**config.mk**
```make
export PLATFORM = sky130hd
export DESIGN_NAME = fp_norm_round_pipe
export DESIGN_NICKNAME = d
export VERILOG_FILES = /design/src/rtl/fp_pkg.sv /design/src/rtl/fp_lzc.sv /design/src/rtl/fp_norm_round_pipe.sv
export SDC_FILE = /design/constraint.sdc
export NUM_CORES = 1
export LEC_CHECK = 0
export BUFFER_PORTS_ARGS = -buffer_cell sky130_fd_sc_hd__buf_2
export CORE_ASPECT_RATIO = 0.7
export CORE_MARGIN = 2
export CORE_UTILIZATION = 50
export DETAILED_ROUTE_END_ITERATION = 10
export GPL_TIMING_DRIVEN = 0
export PLACE_DENSITY = 0.71
export SYNTH_ARGS = -nofsm -noshare
export SYNTH_HDL_FRONTEND = slang
export SYNTH_HIERARCHICAL = 1
export SYNTH_SLANG_ARGS = --single-unit
```
**constraint.sdc**
```tcl
create_clock -name Clk -period 4.9 [get_ports Clk]
set_input_delay 0.49 -clock Clk [delete_from_list [all_inputs] [get_ports Clk]]
set_output_delay 0.49 -clock Clk [all_outputs]
set_load 0.01 [all_outputs]
```
**src/rtl/fp_pkg.sv**
```systemverilog
// Shared definitions for the floating-point normalize/round datapath.
// Rounding-mode encodings, GRS bit positions and default field widths.
package fp_pkg;

    localparam int DEF_EXPONENT_SIZE = 8;
    localparam int DEF_FRACTION_SIZE = 23;

    localparam int LSB_IDX    = 3;
    localparam int GUARD_IDX  = 2;
    localparam int ROUND_IDX  = 1;
    localparam int STICKY_IDX = 0;

    typedef enum logic [1:0] {
        RM_RNE = 2'b00,
        RM_RTZ = 2'b01,
        RM_RUP = 2'b10,
        RM_RDN = 2'b11
    } round_mode_e;

endpackage

```
**src/rtl/fp_lzc.sv**
```systemverilog
// Parametrised leading-zero counter.
// Count equals Width when Data is all zero; AllZero flags that case.
module fp_lzc #(
    parameter int Width      = 27,
    parameter int CountWidth = $clog2(Width) + 1
) (
    input  logic [Width-1:0]      Data,
    output logic [CountWidth-1:0] Count,
    output logic                  AllZero
);

    // Highest set bit wins: later loop iterations override earlier ones.
    always_comb begin
        Count = CountWidth'(Width);
        for (int i = 0; i < Width; i++) begin
            if (Data[i]) begin
                Count = CountWidth'(Width - 1 - i);
            end
        end
    end

    assign AllZero = ~|Data;

endmodule

```
**src/rtl/fp_norm_round_pipe.sv**
```systemverilog
// Two-stage normalize-and-round unit with valid/ready on both sides.
// Define FPU_ROUND_MODES_EN to honour RoundMode; otherwise always RNE.
module fp_norm_round_pipe
    import fp_pkg::*;
#(
    parameter int ExponentSize = DEF_EXPONENT_SIZE,
    parameter int FractionSize = DEF_FRACTION_SIZE
) (
    input  logic                    Clk,
    input  logic                    Reset,
    input  logic                    InValid,
    output logic                    InReady,
    input  logic                    InSign,
    input  logic [ExponentSize-1:0] InExponent,
    input  logic                    InCarry,
    input  logic [FractionSize+3:0] InMantissa,
    input  logic [1:0]              RoundMode,
    output logic                    OutValid,
    input  logic                    OutReady,
    output logic                    OutSign,
    output logic [ExponentSize-1:0] OutExponent,
    output logic [FractionSize-1:0] OutFraction,
    output logic                    Overflow,
    output logic                    Underflow,
    output logic                    Inexact,
    output logic                    Zero
);

    localparam int MantissaSize = FractionSize + 1;
    localparam int RoundingSize = MantissaSize + 3;
    localparam int ExpWidth     = ExponentSize + 2;
    localparam int LzWidth      = $clog2(RoundingSize) + 1;
    localparam logic signed [ExpWidth-1:0] ExpMax =
        ExpWidth'((2 ** ExponentSize) - 1);

    logic        adv1, adv2;
    round_mode_e eff_mode;

    logic [LzWidth-1:0]         lz_cnt;
    logic                       lz_zero;
    logic signed [ExpWidth-1:0] exp_in, lz_ext;

    logic                       s1_valid_q, s1_valid_d;
    logic                       s1_sign_q, s1_sign_d;
    logic                       s1_zero_q, s1_zero_d;
    logic                       s1_unf_q, s1_unf_d;
    round_mode_e                s1_mode_q, s1_mode_d;
    logic signed [ExpWidth-1:0] s1_exp_q, s1_exp_d;
    logic [RoundingSize-1:0]    s1_mant_q, s1_mant_d;

    logic                       rnd_inc, rnd_grs, rnd_ovf, rnd_to_inf;
    logic [MantissaSize:0]      rnd_sum;
    logic signed [ExpWidth-1:0] rnd_exp;
    logic                       unused_hidden;

    logic                    out_valid_q, out_valid_d;
    logic                    out_sign_q, out_sign_d;
    logic [ExponentSize-1:0] out_exp_q, out_exp_d;
    logic [FractionSize-1:0] out_frac_q, out_frac_d;
    logic                    ovf_q, ovf_d;
    logic                    unf_q, unf_d;
    logic                    inx_q, inx_d;
    logic                    zero_q, zero_d;

`ifdef FPU_ROUND_MODES_EN
    assign eff_mode = round_mode_e'(RoundMode);
`else
    logic unused_round_mode;
    assign unused_round_mode = ^RoundMode;
    assign eff_mode = RM_RNE;
`endif

    assign adv2    = !out_valid_q || OutReady;
    assign adv1    = !s1_valid_q || adv2;
    assign InReady = adv1;

    fp_lzc #(
        .Width      (RoundingSize),
        .CountWidth (LzWidth)
    ) u_lzc (
        .Data    (InMantissa),
        .Count   (lz_cnt),
        .AllZero (lz_zero)
    );

    assign exp_in = $signed({2'b00, InExponent});
    assign lz_ext = ExpWidth'(lz_cnt);

    // Stage 1: normalize the adder result and capture it on accept.
    always_comb begin
        s1_valid_d = s1_valid_q;
        s1_sign_d  = s1_sign_q;
        s1_zero_d  = s1_zero_q;
        s1_unf_d   = s1_unf_q;
        s1_mode_d  = s1_mode_q;
        s1_exp_d   = s1_exp_q;
        s1_mant_d  = s1_mant_q;
        if (adv1) begin
            s1_valid_d = InValid;
        end
        if (adv1 && InValid) begin
            s1_sign_d = InSign;
            s1_mode_d = eff_mode;
            s1_zero_d = 1'b0;
            s1_unf_d  = 1'b0;
            if (InCarry) begin
                s1_mant_d = {1'b1, InMantissa[RoundingSize-1:2],
                             |InMantissa[1:0]};
                s1_exp_d  = exp_in + ExpWidth'(1);
            end else if (lz_zero) begin
                s1_mant_d = '0;
                s1_exp_d  = '0;
                s1_zero_d = 1'b1;
                s1_sign_d = (eff_mode == RM_RDN);
            end else if (lz_ext >= exp_in) begin
                s1_mant_d = '0;
                s1_exp_d  = '0;
                s1_zero_d = 1'b1;
                s1_unf_d  = 1'b1;
            end else begin
                s1_mant_d = InMantissa << lz_cnt;
                s1_exp_d  = exp_in - lz_ext;
            end
        end
    end

    // Stage 2 datapath: rounding increment, renormalize, overflow select.
    always_comb begin
        rnd_grs = s1_mant_q[GUARD_IDX] | s1_mant_q[ROUND_IDX]
                | s1_mant_q[STICKY_IDX];
        unique case (s1_mode_q)
            RM_RNE: rnd_inc = s1_mant_q[GUARD_IDX]
                            & (s1_mant_q[ROUND_IDX] | s1_mant_q[STICKY_IDX]
                               | s1_mant_q[LSB_IDX]);
            RM_RTZ: rnd_inc = 1'b0;
            RM_RUP: rnd_inc = !s1_sign_q && rnd_grs;
            RM_RDN: rnd_inc = s1_sign_q && rnd_grs;
            default: rnd_inc = 1'b0;
        endcase
        rnd_sum = {1'b0, s1_mant_q[RoundingSize-1:LSB_IDX]}
                + (MantissaSize + 1)'(rnd_inc);
        rnd_exp = s1_exp_q + ExpWidth'(rnd_sum[MantissaSize]);
        rnd_ovf = !s1_zero_q && (rnd_exp >= ExpMax);
        rnd_to_inf = (s1_mode_q == RM_RNE)
                  || (s1_mode_q == RM_RUP && !s1_sign_q)
                  || (s1_mode_q == RM_RDN && s1_sign_q);
    end

    assign unused_hidden = rnd_sum[FractionSize];

    // Stage 2 output register: loads when the output slot is free or drains.
    always_comb begin
        out_valid_d = out_valid_q;
        out_sign_d  = out_sign_q;
        out_exp_d   = out_exp_q;
        out_frac_d  = out_frac_q;
        ovf_d       = ovf_q;
        unf_d       = unf_q;
        inx_d       = inx_q;
        zero_d      = zero_q;
        if (adv2) begin
            out_valid_d = s1_valid_q;
        end
        if (adv2 && s1_valid_q) begin
            out_sign_d = s1_sign_q;
            unf_d      = s1_unf_q;
            zero_d     = s1_zero_q;
            ovf_d      = rnd_ovf;
            inx_d      = rnd_grs || rnd_ovf;
            if (rnd_ovf) begin
                out_exp_d  = rnd_to_inf ? {ExponentSize{1'b1}}
                                        : {{(ExponentSize-1){1'b1}}, 1'b0};
                out_frac_d = rnd_to_inf ? '0 : '1;
            end else begin
                out_exp_d  = rnd_exp[ExponentSize-1:0];
                out_frac_d = rnd_sum[MantissaSize] ? '0
                           : rnd_sum[FractionSize-1:0];
            end
        end
    end

    // Pipeline state with synchronous reset discarding in-flight data.
    always_ff @(posedge Clk) begin
        if (Reset) begin
            s1_valid_q  <= 1'b0;
            s1_sign_q   <= 1'b0;
            s1_zero_q   <= 1'b0;
            s1_unf_q    <= 1'b0;
            s1_mode_q   <= RM_RNE;
            s1_exp_q    <= '0;
            s1_mant_q   <= '0;
            out_valid_q <= 1'b0;
            out_sign_q  <= 1'b0;
            out_exp_q   <= '0;
            out_frac_q  <= '0;
            ovf_q       <= 1'b0;
            unf_q       <= 1'b0;
            inx_q       <= 1'b0;
            zero_q      <= 1'b0;
        end else begin
            s1_valid_q  <= s1_valid_d;
            s1_sign_q   <= s1_sign_d;
            s1_zero_q   <= s1_zero_d;
            s1_unf_q    <= s1_unf_d;
            s1_mode_q   <= s1_mode_d;
            s1_exp_q    <= s1_exp_d;
            s1_mant_q   <= s1_mant_d;
            out_valid_q <= out_valid_d;
            out_sign_q  <= out_sign_d;
            out_exp_q   <= out_exp_d;
            out_frac_q  <= out_frac_d;
            ovf_q       <= ovf_d;
            unf_q       <= unf_d;
            inx_q       <= inx_d;
            zero_q      <= zero_d;
        end
    end

    assign OutValid    = out_valid_q;
    assign OutSign     = out_sign_q;
    assign OutExponent = out_exp_q;
    assign OutFraction = out_frac_q;
    assign Overflow    = ovf_q;
    assign Underflow   = unf_q;
    assign Inexact     = inx_q;
    assign Zero        = zero_q;

endmodule

```
==> results of run 1 <==
==> layer usage <==
metal	vias to the layer above	wire, µm	GRT usage
met3	43	1564	0.05124
met1	2777	8989	0.4541
met4	0	517	0.1066
met5	-	0	0
met2	304	7632	0.4512
li1	2723	-	-
==> worst reg2reg max path, stage by stage (launching register included) <==
cell and delay (ps):
sky130_fd_sc_hd__dfxtp_1 390, sky130_fd_sc_hd__and2_1 160, sky130_fd_sc_hd__ha_1 220, sky130_fd_sc_hd__nand2_1 120
sky130_fd_sc_hd__nor4_4 450, sky130_fd_sc_hd__nand3_2 220, sky130_fd_sc_hd__nor2_1 160, sky130_fd_sc_hd__ha_1 200
sky130_fd_sc_hd__ha_1 250, sky130_fd_sc_hd__and4_1 260, sky130_fd_sc_hd__a41o_1 180, sky130_fd_sc_hd__a21oi_1 60
sky130_fd_sc_hd__o31ai_4 300, sky130_fd_sc_hd__buf_2 290, sky130_fd_sc_hd__o31ai_1 110
==> path summary, 6_finish.rpt <==
kind | cells after the start | slack (ps) | start | endpoint
setup reg to reg | 14 | 1420 | s1_mant_q[3] | OutFraction[17]
hold / removal | 3 | 430 | InValid | s1_valid_q
hold reg to reg | 2 | 450 | OutFraction[11] | OutFraction[11]
setup / recovery | 13 | 560 | InMantissa[13] | s1_mant_q[8]
==> cell type report <==
class | count | area (µm²) | share of cell area
plain buffers | 43 | 214.0 | 0.03200
clock buffers | 10 | 229.0 | 0.03424
inverters | 24 | 90.09 | 0.01347
repair buffers | 77 | 385.4 | 0.05763
flip-flops and latches | 78 | 1562 | 0.2335
multi-input cells | 522 | 3908 | 0.5844
clock inverters | 5 | 107.6 | 0.01609
well taps | 153 | 191.4 | 0.02863
==> cell families (layout without fill, tap and decap cells) <==
logic type / after synthesis / in the layout / share of synthesized area
buffers and inverters: 67 / 159 / 0.05267
and+or+nand+nor: 221 / 221 / 0.1933
other: 1 / 1 / 0.0006496
xor gates and xnor gates: 35 / 35 / 0.05310
adders and majority gates: 11 / 11 / 0.02514
muxes: 49 / 49 / 0.1441
AOI/OAI and AO/OA: 205 / 205 / 0.2605
DFF: 78 / 78 / 0.2705
==> state kept, by name (all words and copies together) (netlist names) <==
name,flops
s1_sign_q,1
s1_valid_q,1
OutValid,1
Zero,1
Overflow,1
OutSign,1
s1_unf_q,1
Underflow,1
Inexact,1
OutExponent,8
s1_mant_q,27
s1_zero_q,1
s1_exp_q,10
OutFraction,23
==> layout by cell type (no fill, tap or decap), types with 6 or more instances in the layout <==
| cell | synthesis | layout |
|---|---|---|
| sky130_fd_sc_hd__o22ai_1 | 14 | 14 |
| sky130_fd_sc_hd__o221a_1 | 7 | 7 |
| sky130_fd_sc_hd__nor2_1 | 46 | 46 |
| sky130_fd_sc_hd__mux4_1 | 9 | 9 |
| sky130_fd_sc_hd__a21oi_1 | 44 | 44 |
| sky130_fd_sc_hd__buf_2 | 8 | 85 |
| sky130_fd_sc_hd__ha_1 | 10 | 10 |
| sky130_fd_sc_hd__and3_1 | 14 | 14 |
| sky130_fd_sc_hd__a32oi_1 | 8 | 8 |
| sky130_fd_sc_hd__a211oi_1 | 10 | 10 |
| sky130_fd_sc_hd__xnor2_1 | 11 | 11 |
| sky130_fd_sc_hd__o21ai_0 | 27 | 27 |
| sky130_fd_sc_hd__inv_1 | 22 | 22 |
| sky130_fd_sc_hd__nor4_1 | 6 | 6 |
| sky130_fd_sc_hd__nor3_1 | 10 | 10 |
| sky130_fd_sc_hd__nand2_1 | 81 | 81 |
| sky130_fd_sc_hd__nand3_1 | 24 | 24 |
| sky130_fd_sc_hd__mux2_2 | 6 | 6 |
| sky130_fd_sc_hd__clkbuf_1 | 28 | 29 |
| sky130_fd_sc_hd__xor2_1 | 24 | 24 |
| sky130_fd_sc_hd__dfxtp_1 | 78 | 78 |
| sky130_fd_sc_hd__o31ai_1 | 23 | 23 |
| sky130_fd_sc_hd__o21a_1 | 8 | 8 |
| sky130_fd_sc_hd__clkbuf_16 | 0 | 9 |
| sky130_fd_sc_hd__nand4_1 | 9 | 9 |
| sky130_fd_sc_hd__mux2i_1 | 19 | 19 |
| sky130_fd_sc_hd__mux4_2 | 13 | 13 |
==> per-stage QoR <==
stage          instance area, µm²    util  hold slack (ps)  total power [mW]  std cells
3_5_place_dp                 6350  0.5705            438.5             1.139        897
4_1_cts                      6686  0.6007            425.8             1.889        912
3_3_place_gp                 6350  0.5705            432.0             1.134        897
2_1_floorplan                5773       -            431.6            0.9887        667
5_1_grt                      6686  0.6007            435.3             1.964        912
6_report                     6686  0.6007            426.7             1.896        912
==> cells in the mapped netlist (9+ instances only) <==
cell | instances | area (µm²)
sky130_fd_sc_hd__nand3_1 | 24 | 120.1
sky130_fd_sc_hd__nor2_1 | 46 | 172.7
sky130_fd_sc_hd__nor3_1 | 10 | 50.05
sky130_fd_sc_hd__dfxtp_1 | 78 | 1562
sky130_fd_sc_hd__ha_1 | 10 | 125.1
sky130_fd_sc_hd__xnor2_1 | 11 | 96.34
sky130_fd_sc_hd__inv_1 | 22 | 82.58
sky130_fd_sc_hd__mux4_1 | 9 | 236.5
sky130_fd_sc_hd__o31ai_1 | 23 | 172.7
sky130_fd_sc_hd__xor2_1 | 24 | 210.2
sky130_fd_sc_hd__nand4_1 | 9 | 56.30
sky130_fd_sc_hd__and3_1 | 14 | 87.58
sky130_fd_sc_hd__a211oi_1 | 10 | 75.07
sky130_fd_sc_hd__clkbuf_1 | 28 | 105.1
sky130_fd_sc_hd__nand2_1 | 81 | 304.0
sky130_fd_sc_hd__a21oi_1 | 44 | 220.2
sky130_fd_sc_hd__mux4_2 | 13 | 292.8
sky130_fd_sc_hd__o22ai_1 | 14 | 87.58
sky130_fd_sc_hd__mux2i_1 | 19 | 190.2
sky130_fd_sc_hd__o21ai_0 | 27 | 135.1
==> power by group <==
group	total (mW)	internal (mW)	switching (mW)
Combinational	0.431	0.172	0.259
Clock	0.757	0.498	0.260
Sequential	0.708	0.671	0.0372
==> run summary, run 1 <==
Proportion of synthesized chip area in sequential cells -> 0.2705
Fin. max-slew vios -> 0
CTS tree -> done
H-Tree Level Count -> 3
Fin crit share -> 0.8850
Antenna violations before repair -> 0
Cell type with the highest occurrence count on the critical path -> sky130_fd_sc_hd__buf_2
First-pass GRT wire length -> 30100 µm
Leading register cell type out of synthesis -> sky130_fd_sc_hd__dfxtp_1
Placement row count -> 32
Crit-path slowest cell -> sky130_fd_sc_hd__a2111oi_1
Number of failing setup endpoints in the final timing report -> 0
Avg Vias per Cell -> 6.411
Family with the most delay on the worst path -> compound AO/OA/AOI/OAI gates
F_max -> 230.6 MHz
Hold/Removal Path Class -> in -> reg
Average wire per standard cell -> 20.51 µm
HPWL reported at the end of detailed placement -> 14490 µm
Cell-by-cell trace of the critical path -> buf_2, nor4_4, o211ai_1, a2111oi_1, buf_4, buf_2, inv_1, ha_1, nor2b_1, o31ai_2, a211oi_1, a221oi_1, nor2_1
Clk Tree Root Cell -> sky130_fd_sc_hd__clkbuf_16
Signal arrival time at the worst endpoint -> 4540 ps
Number of antenna repair diodes -> 0
Clk_lat worst skew -> 340 ps
Fraction of final layout cells sized beyond drive strength 1 -> 0.2016
Worst-path maximum fanout -> 10
Post-CTS clock slew at the launch and capture registers of the worst setup and hold paths -> 60 ps
Largest stage delay on the critical path -> 720 ps
Number of nets produced by synthesis -> 721
Warnings from Yosys -> 6
Number of register bits inferred by synthesis -> 78
Status -> finished, final reports clean
GPL Wtd Cong -> 0.9831
Setup total negative slack -> 0 ps
Die width -> 132.4 µm
Combined buffer and inverter count along the critical path -> 4
Post-Place Setup Slack -> 266.9 ps
Average footprint of a synthesized cell -> 8.655 µm²
Synthesized instance count -> 667
Unrepaired setup endpoints after global routing -> no
Fraction of synthesis flops using an asynchronous set or reset pin -> 0
Number of clock sinks -> 78
Height of the chip -> 93.90 µm
Remaining DRCs -> 0
IO Count -> 81
Number of hold-repair buffers added at the cts stage -> 0
Full die area -> 12440 µm²
Required @ worst endpoint -> 5110 ps
Relative max-transition margin -> 0.4143
Worst supply voltage drop on vdd -> 199.8 µV
Via total after detailed routing -> 5847
Final net count -> 809
Final hold vios -> 0
Max_cap viols -> 0
Minimum setup slack in the final design -> 563.4 ps
Floorplan core area -> 11130 µm²
Antenna-violating nets left -> 0
Number of fill cells in the layout -> 1026
Drt total wl -> 18700 µm
Actual slew at the worst max-slew pin -> 873.3 ps
Overflow left after global routing -> 0
Worst setup EP type -> flip-flop
Leakage Power -> 2.620 nW
Number of enable flip-flop cells after synthesis -> 0
Inserted Clock Buffers -> 9
Bufs on Longest Clock Path -> 2
Buffers on Ports -> 77
Resize count post-CTS -> 0
Class of the most critical setup path -> in -> reg
Initial Util -> 0.5187
DRT iter0 DRCs -> 522
P per Cell Area -> 283.6 nW/µm²
Count of TritonRoute iterations in the first routing pass -> 5
Largest net degree at the start of global routing -> 14
Crit path time final -> 4337 ps
Area grow syn2layout -> 15.82%
Number of distinct standard cells referenced by the synthesized netlist -> 86
Post-CTS setup buffer count -> 0
Total standard cell area after synthesis -> 5773 µm²
Number of global-route vias before repair -> 5455
Crit start category -> input port
Overall fraction of global-route tracks in use -> 0.3074
Layout Skew -> 9.726 ps
Note: power is estimated with default switching activity, not from simulation.
==> run 2, diff against run 1 <==
Settings changed: GPL_TIMING_DRIVEN 0 to default.
==> run summary, run 2 (synthesis gave the netlist of run 1 again) <==
Internal power -> 1.295 mW (was 1.341 mW)
Final net count -> 779 (was 809)
IO Count -> 81 (unchanged)
Unrepaired setup endpoints after global routing -> no (unchanged)
Drt total wl -> 17130 µm (was 18700 µm)
Worst setup EP type -> flip-flop (unchanged)
Clk_lat worst skew -> 330 ps (was 340 ps)
Proportion of power drawn by combinational gates -> 0.223 (was 0.227)
Die width -> 132.4 µm (unchanged)
Placement row count -> 32 (unchanged)
Number of flip-flops in the largest register -> 27 (unchanged)
Remaining DRCs -> 0 (unchanged)
Overflow left after global routing -> 0 (unchanged)
Initial Util -> 0.5187 (unchanged)
Area grow syn2layout -> 13.83% (was 15.82%)
Buffers on Ports -> 78 (was 77)
Antenna-violating nets left -> 0 (unchanged)
Actual slew at the worst max-slew pin -> 1158 ps (was 873.3 ps)
Largest net degree at the start of global routing -> 55 (was 14)
Post-CTS clock slew at the launch and capture registers of the worst setup and hold paths -> 60 ps (about the same)
Floorplan core area -> 11130 µm² (unchanged)
Count of TritonRoute iterations in the first routing pass -> 5 (unchanged)
P per Cell Area -> 279.3 nW/µm² (was 283.6 nW/µm²)
Antenna violations before repair -> 0 (unchanged)
First-pass GRT wire length -> 28060 µm (was 30100 µm)
Bufs on Longest Clock Path -> 2 (unchanged)
Relative max-transition margin -> 0.2267 (was 0.4143)
HPWL reported at the end of detailed placement -> 12500 µm (was 14490 µm)
Max_cap viols -> 0 (unchanged)
Inserted Clock Buffers -> 9 (unchanged)
Most frequent cells in the layout -> 81 x sky130_fd_sc_hd__nand2_1, 78 x sky130_fd_sc_hd__dfxtp_1, 78 x sky130_fd_sc_hd__buf_2 (was 85 x sky130_fd_sc_hd__buf_2, 81 x sky130_fd_sc_hd__nand2_1, 78 x sky130_fd_sc_hd__dfxtp_1)
Required @ worst endpoint -> 5130 ps (was 5110 ps)
Sw Ratio -> 0.2946 (was 0.2929)
GPL Wtd Cong -> 0.9256 (was 0.9831)
Fraction of power consumed by the clock network -> 0.391 (was 0.399)
Fraction of final layout cells sized beyond drive strength 1 -> 0.2112 (was 0.2016)
Via total after detailed routing -> 5597 (was 5847)
Leakage Power -> 2.567 nW (was 2.620 nW)
Clk Tree Root Cell -> sky130_fd_sc_hd__clkbuf_16 (unchanged)
NetSw -> 0.5407 mW (was 0.5555 mW)
CTS tree -> done (unchanged)
Number of antenna repair diodes -> 0 (unchanged)
Class of the most critical setup path -> in -> reg (unchanged)
Crit path time final -> 3871 ps (was 4337 ps)
Worst supply voltage drop on vdd -> 168.2 µV (was 199.8 µV)
Layout Skew -> 7.670 ps (was 9.726 ps)
Post-layout total power -> 1.836 mW (was 1.896 mW)
Height of the chip -> 93.90 µm (unchanged)
Overall fraction of global-route tracks in use -> 0.2822 (was 0.3074)
Resize count post-CTS -> 0 (unchanged)
Full die area -> 12440 µm² (unchanged)
Number of hold-repair buffers added at the cts stage -> 0 (unchanged)
Fraction of power consumed by sequential logic -> 0.386 (was 0.373)
Hold/Removal Path Class -> in -> reg (unchanged)
Fin crit share -> 0.7900 (was 0.8850)
Top register by number of flip-flops -> s1_mant_q (unchanged)
DRT iter0 DRCs -> 511 (was 522)
Post-CTS setup buffer count -> 0 (unchanged)
Crit start category -> input port (unchanged)
Number of clock sinks -> 78 (unchanged)
Signal arrival time at the worst endpoint -> 4100 ps (was 4540 ps)
Setup total negative slack -> 0 ps (unchanged)
Avg Vias per Cell -> 6.346 (was 6.411)
Status -> finished, final reports clean (unchanged)
Number of failing setup endpoints in the final timing report -> 0 (unchanged)
F_max -> 258.3 MHz (was 230.6 MHz)
Average wire per standard cell -> 19.42 µm (was 20.51 µm)
Final hold vios -> 0 (unchanged)
Worst-path maximum fanout -> 16 (was 10)
Commonest non-fill, non-tap cell in the layout -> sky130_fd_sc_hd__nand2_1 (was sky130_fd_sc_hd__buf_2)
Fin. max-slew vios -> 0 (unchanged)
Number of global-route vias before repair -> 5176 (was 5455)
H-Tree Level Count -> 3 (unchanged)
-- run 2: changes by cell type in the layout (fill, tap and decap cells not counted), moves of 2 or more --
cell / change
sky130_fd_sc_hd__clkbuf_1: -29
sky130_fd_sc_hd__buf_2: -7
sky130_fd_sc_hd__buf_4: +7
sky130_fd_sc_hd__clkinvlp_4: +2
-- run 2: layout make-up --
type,count,area [µm²]
clock inverters,5,83.83
repair buffers,90,480.5
flip-flops and latches,78,1562
multi-input cells,522,3925
inverters,24,90.09
well taps,153,191.4
clock buffers,10,239.0
fillers,1032,4559
-- run 2: metal layers --
metal,vias up,GRT usage,share of wire
met5,-,0,0
met2,289,0.4193,0.41
met1,2626,0.4292,0.50
met4,0,0.06720,0.011
li1,2663,-,-
met3,19,0.03991,0.084
-- run 2: worst max-delay path, stage by stage --
cell,delay (ps)
sky130_fd_sc_hd__buf_2,170
sky130_fd_sc_hd__or4_4,560
sky130_fd_sc_hd__o21ai_1,170
sky130_fd_sc_hd__nand3_1,100
sky130_fd_sc_hd__a21boi_1,230
sky130_fd_sc_hd__inv_1,90
sky130_fd_sc_hd__ha_1,380
sky130_fd_sc_hd__o21a_1,170
sky130_fd_sc_hd__o31ai_2,90
sky130_fd_sc_hd__buf_4,180
sky130_fd_sc_hd__a211oi_2,930
sky130_fd_sc_hd__a21oi_1,140
sky130_fd_sc_hd__a2111oi_2,390
-- run 2: final timing paths --
check / startpoint / slack (ps) / to / cells after the start
hold / removal: InValid / 430 / s1_valid_q / 3
setup reg to reg: s1_mant_q[3] / 1390 / OutExponent[7] / 14
hold reg to reg: OutFraction[9] / 450 / OutFraction[9] / 2
setup / recovery: InMantissa[10] / 1030 / s1_mant_q[19] / 13
-- run 2: metrics by stage --
step	setup slack [ps]	hold slack, ps	cells	cell area [µm²]	utilization
2_1_floorplan	1158	431.6	667	5773	-
5_1_grt	743.7	456.5	882	6571	0.5904
4_1_cts	1112	422.6	882	6571	0.5904
6_report	1029	426.2	882	6571	0.5904
3_3_place_gp	872.3	430.1	867	6248	0.5614
3_5_place_dp	796.7	439.8	867	6248	0.5614
-- run 2: power groups by stage --
stage / clock, mW / combinational, mW / sequential [mW]
after floorplan: 0 / 0.273 / 0.716
after global placement: 0 / 0.394 / 0.717
after detailed placement: 0 / 0.399 / 0.720
after CTS: 0.718 / 0.403 / 0.707
after global routing: 0.755 / 0.446 / 0.713
final: 0.717 / 0.410 / 0.708
==> run 3, diff against run 2 <==
Clock period 4.9 ns to 3.9 ns, I/O delays scaled along.
==> run summary, run 3 (synthesis gave the netlist of run 1 again) <==
Status -> finished, final reports clean (unchanged)
NetSw -> 0.6903 mW (was 0.5407 mW)
Post-CTS clock slew at the launch and capture registers of the worst setup and hold paths -> 60 ps (about the same)
Floorplan core area -> 11130 µm² (unchanged)
F_max -> 285.7 MHz
Number of hold-repair buffers added at the cts stage -> 0 (unchanged)
Worst reg2reg path endpoint -> OutFraction[7] (was OutExponent[7])
Signal arrival time at the worst endpoint -> 3680 ps (was 4100 ps)
Relative max-transition margin -> 0.3620 (was 0.2267)
Busiest layer in global routing -> met1 (unchanged)
Initial Util -> 0.5187 (unchanged)
Average wire per standard cell -> 19.07 µm (was 19.42 µm)
Crit start category -> flip-flop (was input port)
Layout Skew -> 13.12 ps (was 7.670 ps)
Hold Path End -> s1_valid_q (unchanged)
Resize count post-CTS -> 0 (unchanged)
Number of antenna repair diodes -> 0 (unchanged)
Post-CTS setup buffer count -> 0 (unchanged)
Number of failing setup endpoints in the final timing report -> 0 (unchanged)
Count of TritonRoute iterations in the first routing pass -> 5 (unchanged)
Cells on worst reg2reg path -> 14 (unchanged)
Reg2Reg Launch Point -> s1_mant_q[3] (unchanged)
HPWL reported at the end of detailed placement -> 12680 µm (was 12500 µm)
Fin. max-slew vios -> 0 (unchanged)
Proportion of power drawn by combinational gates -> 0.236 (was 0.223)
Post-layout total power -> 2.221 mW (was 1.836 mW)
Height of the chip -> 93.90 µm (unchanged)
H-Tree Level Count -> 3 (unchanged)
Required @ worst endpoint -> 4080 ps (was 5130 ps)
Internal power -> 1.531 mW (was 1.295 mW)
Met1 track demand over resource -> 0.4367 (was 0.4292)
Worst-path maximum fanout -> 33 (was 16)
Overall fraction of global-route tracks in use -> 0.2803 (was 0.2822)
Top register by number of flip-flops -> s1_mant_q (unchanged)
Most frequent cells in the layout -> 81 x sky130_fd_sc_hd__nand2_1, 78 x sky130_fd_sc_hd__dfxtp_1, 78 x sky130_fd_sc_hd__buf_2 (unchanged)
Worst setup EP type -> flip-flop (unchanged)
Leakage Power -> 2.598 nW (was 2.567 nW)
P per Cell Area -> 336.6 nW/µm² (was 279.3 nW/µm²)
Hold Path Cell Cnt -> 3 (unchanged)
Setup slack of the most critical reg-to-reg path -> 400 ps (was 1390 ps)
Placement row count -> 32 (unchanged)
Commonest non-fill, non-tap cell in the layout -> sky130_fd_sc_hd__nand2_1 (unchanged)
Fraction of final layout cells sized beyond drive strength 1 -> 0.2188 (was 0.2112)
FF/Latch Area -> 1562 µm² (unchanged)
Buffers on Ports -> 78 (unchanged)
Fraction of power consumed by the clock network -> 0.363 (was 0.391)
Area grow syn2layout -> 14.30% (was 13.83%)
Number of global-route vias before repair -> 5255 (was 5176)
Worst supply voltage drop on vdd -> 184.8 µV (was 168.2 µV)
CTS tree -> done (unchanged)
Full die area -> 12440 µm² (unchanged)
GPL Wtd Cong -> 0.9025 (was 0.9256)
Max_cap viols -> 0 (unchanged)
Drt total wl -> 16950 µm (was 17130 µm)
Crit path time final -> 3500 ps
Number of fill cells in the layout -> 1004 (was 1032)
Hold/Removal Path Class -> in -> reg (unchanged)
Die width -> 132.4 µm (unchanged)
HP Start -> InValid (unchanged)
Fraction of met3 tracks used by global routing -> 0.04369 (was 0.03991)
Fraction of power consumed by sequential logic -> 0.401 (was 0.386)
Final net count -> 785 (was 779)
Area used by multi-input combinational logic -> 3925 µm² (unchanged)
GR met2 Demand/Resource -> 0.4033 (was 0.4193)
Fin crit share -> 0.8976
Overflow left after global routing -> 0 (unchanged)
Bufs on Longest Clock Path -> 2 (unchanged)
Avg Vias per Cell -> 6.386 (was 6.346)
Clk Tree Root Cell -> sky130_fd_sc_hd__clkbuf_16 (unchanged)
Number of flip-flops in the largest register -> 27 (unchanged)
IO Count -> 81 (unchanged)
First-pass GRT wire length -> 28030 µm (was 28060 µm)
Unrepaired setup endpoints after global routing -> no (unchanged)
DRT iter0 DRCs -> 642 (was 511)
Number of clock sinks -> 78 (unchanged)
Actual slew at the worst max-slew pin -> 954.7 ps (was 1158 ps)
Remaining DRCs -> 0 (unchanged)
Antenna-violating nets left -> 0 (unchanged)
Setup total negative slack -> 0 ps (unchanged)
Via total after detailed routing -> 5677 (was 5597)
Antenna violations before repair -> 0 (unchanged)
Clk_lat worst skew -> 340 ps (was 330 ps)
Largest net degree at the start of global routing -> 60 (was 55)
Class of the most critical setup path -> reg -> reg (was in -> reg)
Inserted Clock Buffers -> 9 (unchanged)
Sw Ratio -> 0.3107 (was 0.2946)
Final hold vios -> 0 (unchanged)
[run 3: cell count changes in the layout (fill, tap and decap cells not counted), sizes merged]
cell      before  now
buf           90   96
bufinv         2    0
clkbuf        10   11
clkinv         3    5
clkinvlp       2    0
inv           22   24
[run 3: power groups by stage]
stage	registers, mW	logic, mW	clock network [mW]
finish	0.890	0.525	0.807
global route	0.896	0.572	0.857
CTS	0.888	0.515	0.814
detailed placement	0.906	0.512	0
global placement	0.901	0.506	0
floorplan	0.900	0.343	0
[run 3: stage by stage]
step / cell area (µm²) / hold WS [ps] / worst slack [ps] / util / std cells
final: 6599 / 314.5 / 399.5 / 0.5929 / 889
after floorplan: 5773 / 431.6 / 258.1 / - / 667
after CTS: 6599 / 310.6 / 402.7 / 0.5929 / 889
after detailed placement: 6306 / 436.6 / 363.8 / 0.5665 / 873
after global placement: 6306 / 430.4 / 411.3 / 0.5665 / 873
after global routing: 6599 / 318.4 / 145.6 / 0.5929 / 889
[run 3: worst max-delay path by stage]
| stage | from | to | slack (ps) | depth (start not counted) |
|---|---|---|---|---|
| floorplan | InMantissa[13] | s1_mant_q[25] | 260 | 13 |
| finish | s1_mant_q[3] | OutFraction[7] | 400 | 14 |
| CTS | s1_mant_q[3] | OutExponent[4] | 400 | 14 |
| global route | s1_mant_q[3] | OutFraction[7] | 150 | 14 |
| detailed placement | InMantissa[19] | s1_mant_q[8] | 360 | 12 |
| global placement | InMantissa[13] | s1_exp_q[1] | 410 | 13 |
[run 3: worst max-delay path: stages (launching register included)]
cell and delay, ps:
sky130_fd_sc_hd__dfxtp_1 400, sky130_fd_sc_hd__and2_1 150, sky130_fd_sc_hd__ha_1 220, sky130_fd_sc_hd__nand2_1 120, sky130_fd_sc_hd__nor4_4 450, sky130_fd_sc_hd__nand3_2 210, sky130_fd_sc_hd__nor2_1 160, sky130_fd_sc_hd__ha_1 200
sky130_fd_sc_hd__ha_1 250, sky130_fd_sc_hd__and4_1 260, sky130_fd_sc_hd__a41o_1 190, sky130_fd_sc_hd__a21oi_1 70, sky130_fd_sc_hd__o31ai_4 180, sky130_fd_sc_hd__buf_4 340, sky130_fd_sc_hd__o31ai_1 140
[run 3: cell type report]
class                           instances  share of cell area
Clock buffer                           11             0.03830
Clock inverter                          5            0.006067
Inverter                               24             0.01365
Multi-Input combinational cell        522              0.5948
Sequential cell                        78              0.2366
Tap cell                              153             0.02901
Timing Repair Buffer                   96             0.08153
[run 3: per-layer routing]
layer	wire length, µm	up-vias
met5	0	-
met4	151	0
met3	1317	21
met2	6906	270
met1	8577	2720
li1	-	2666
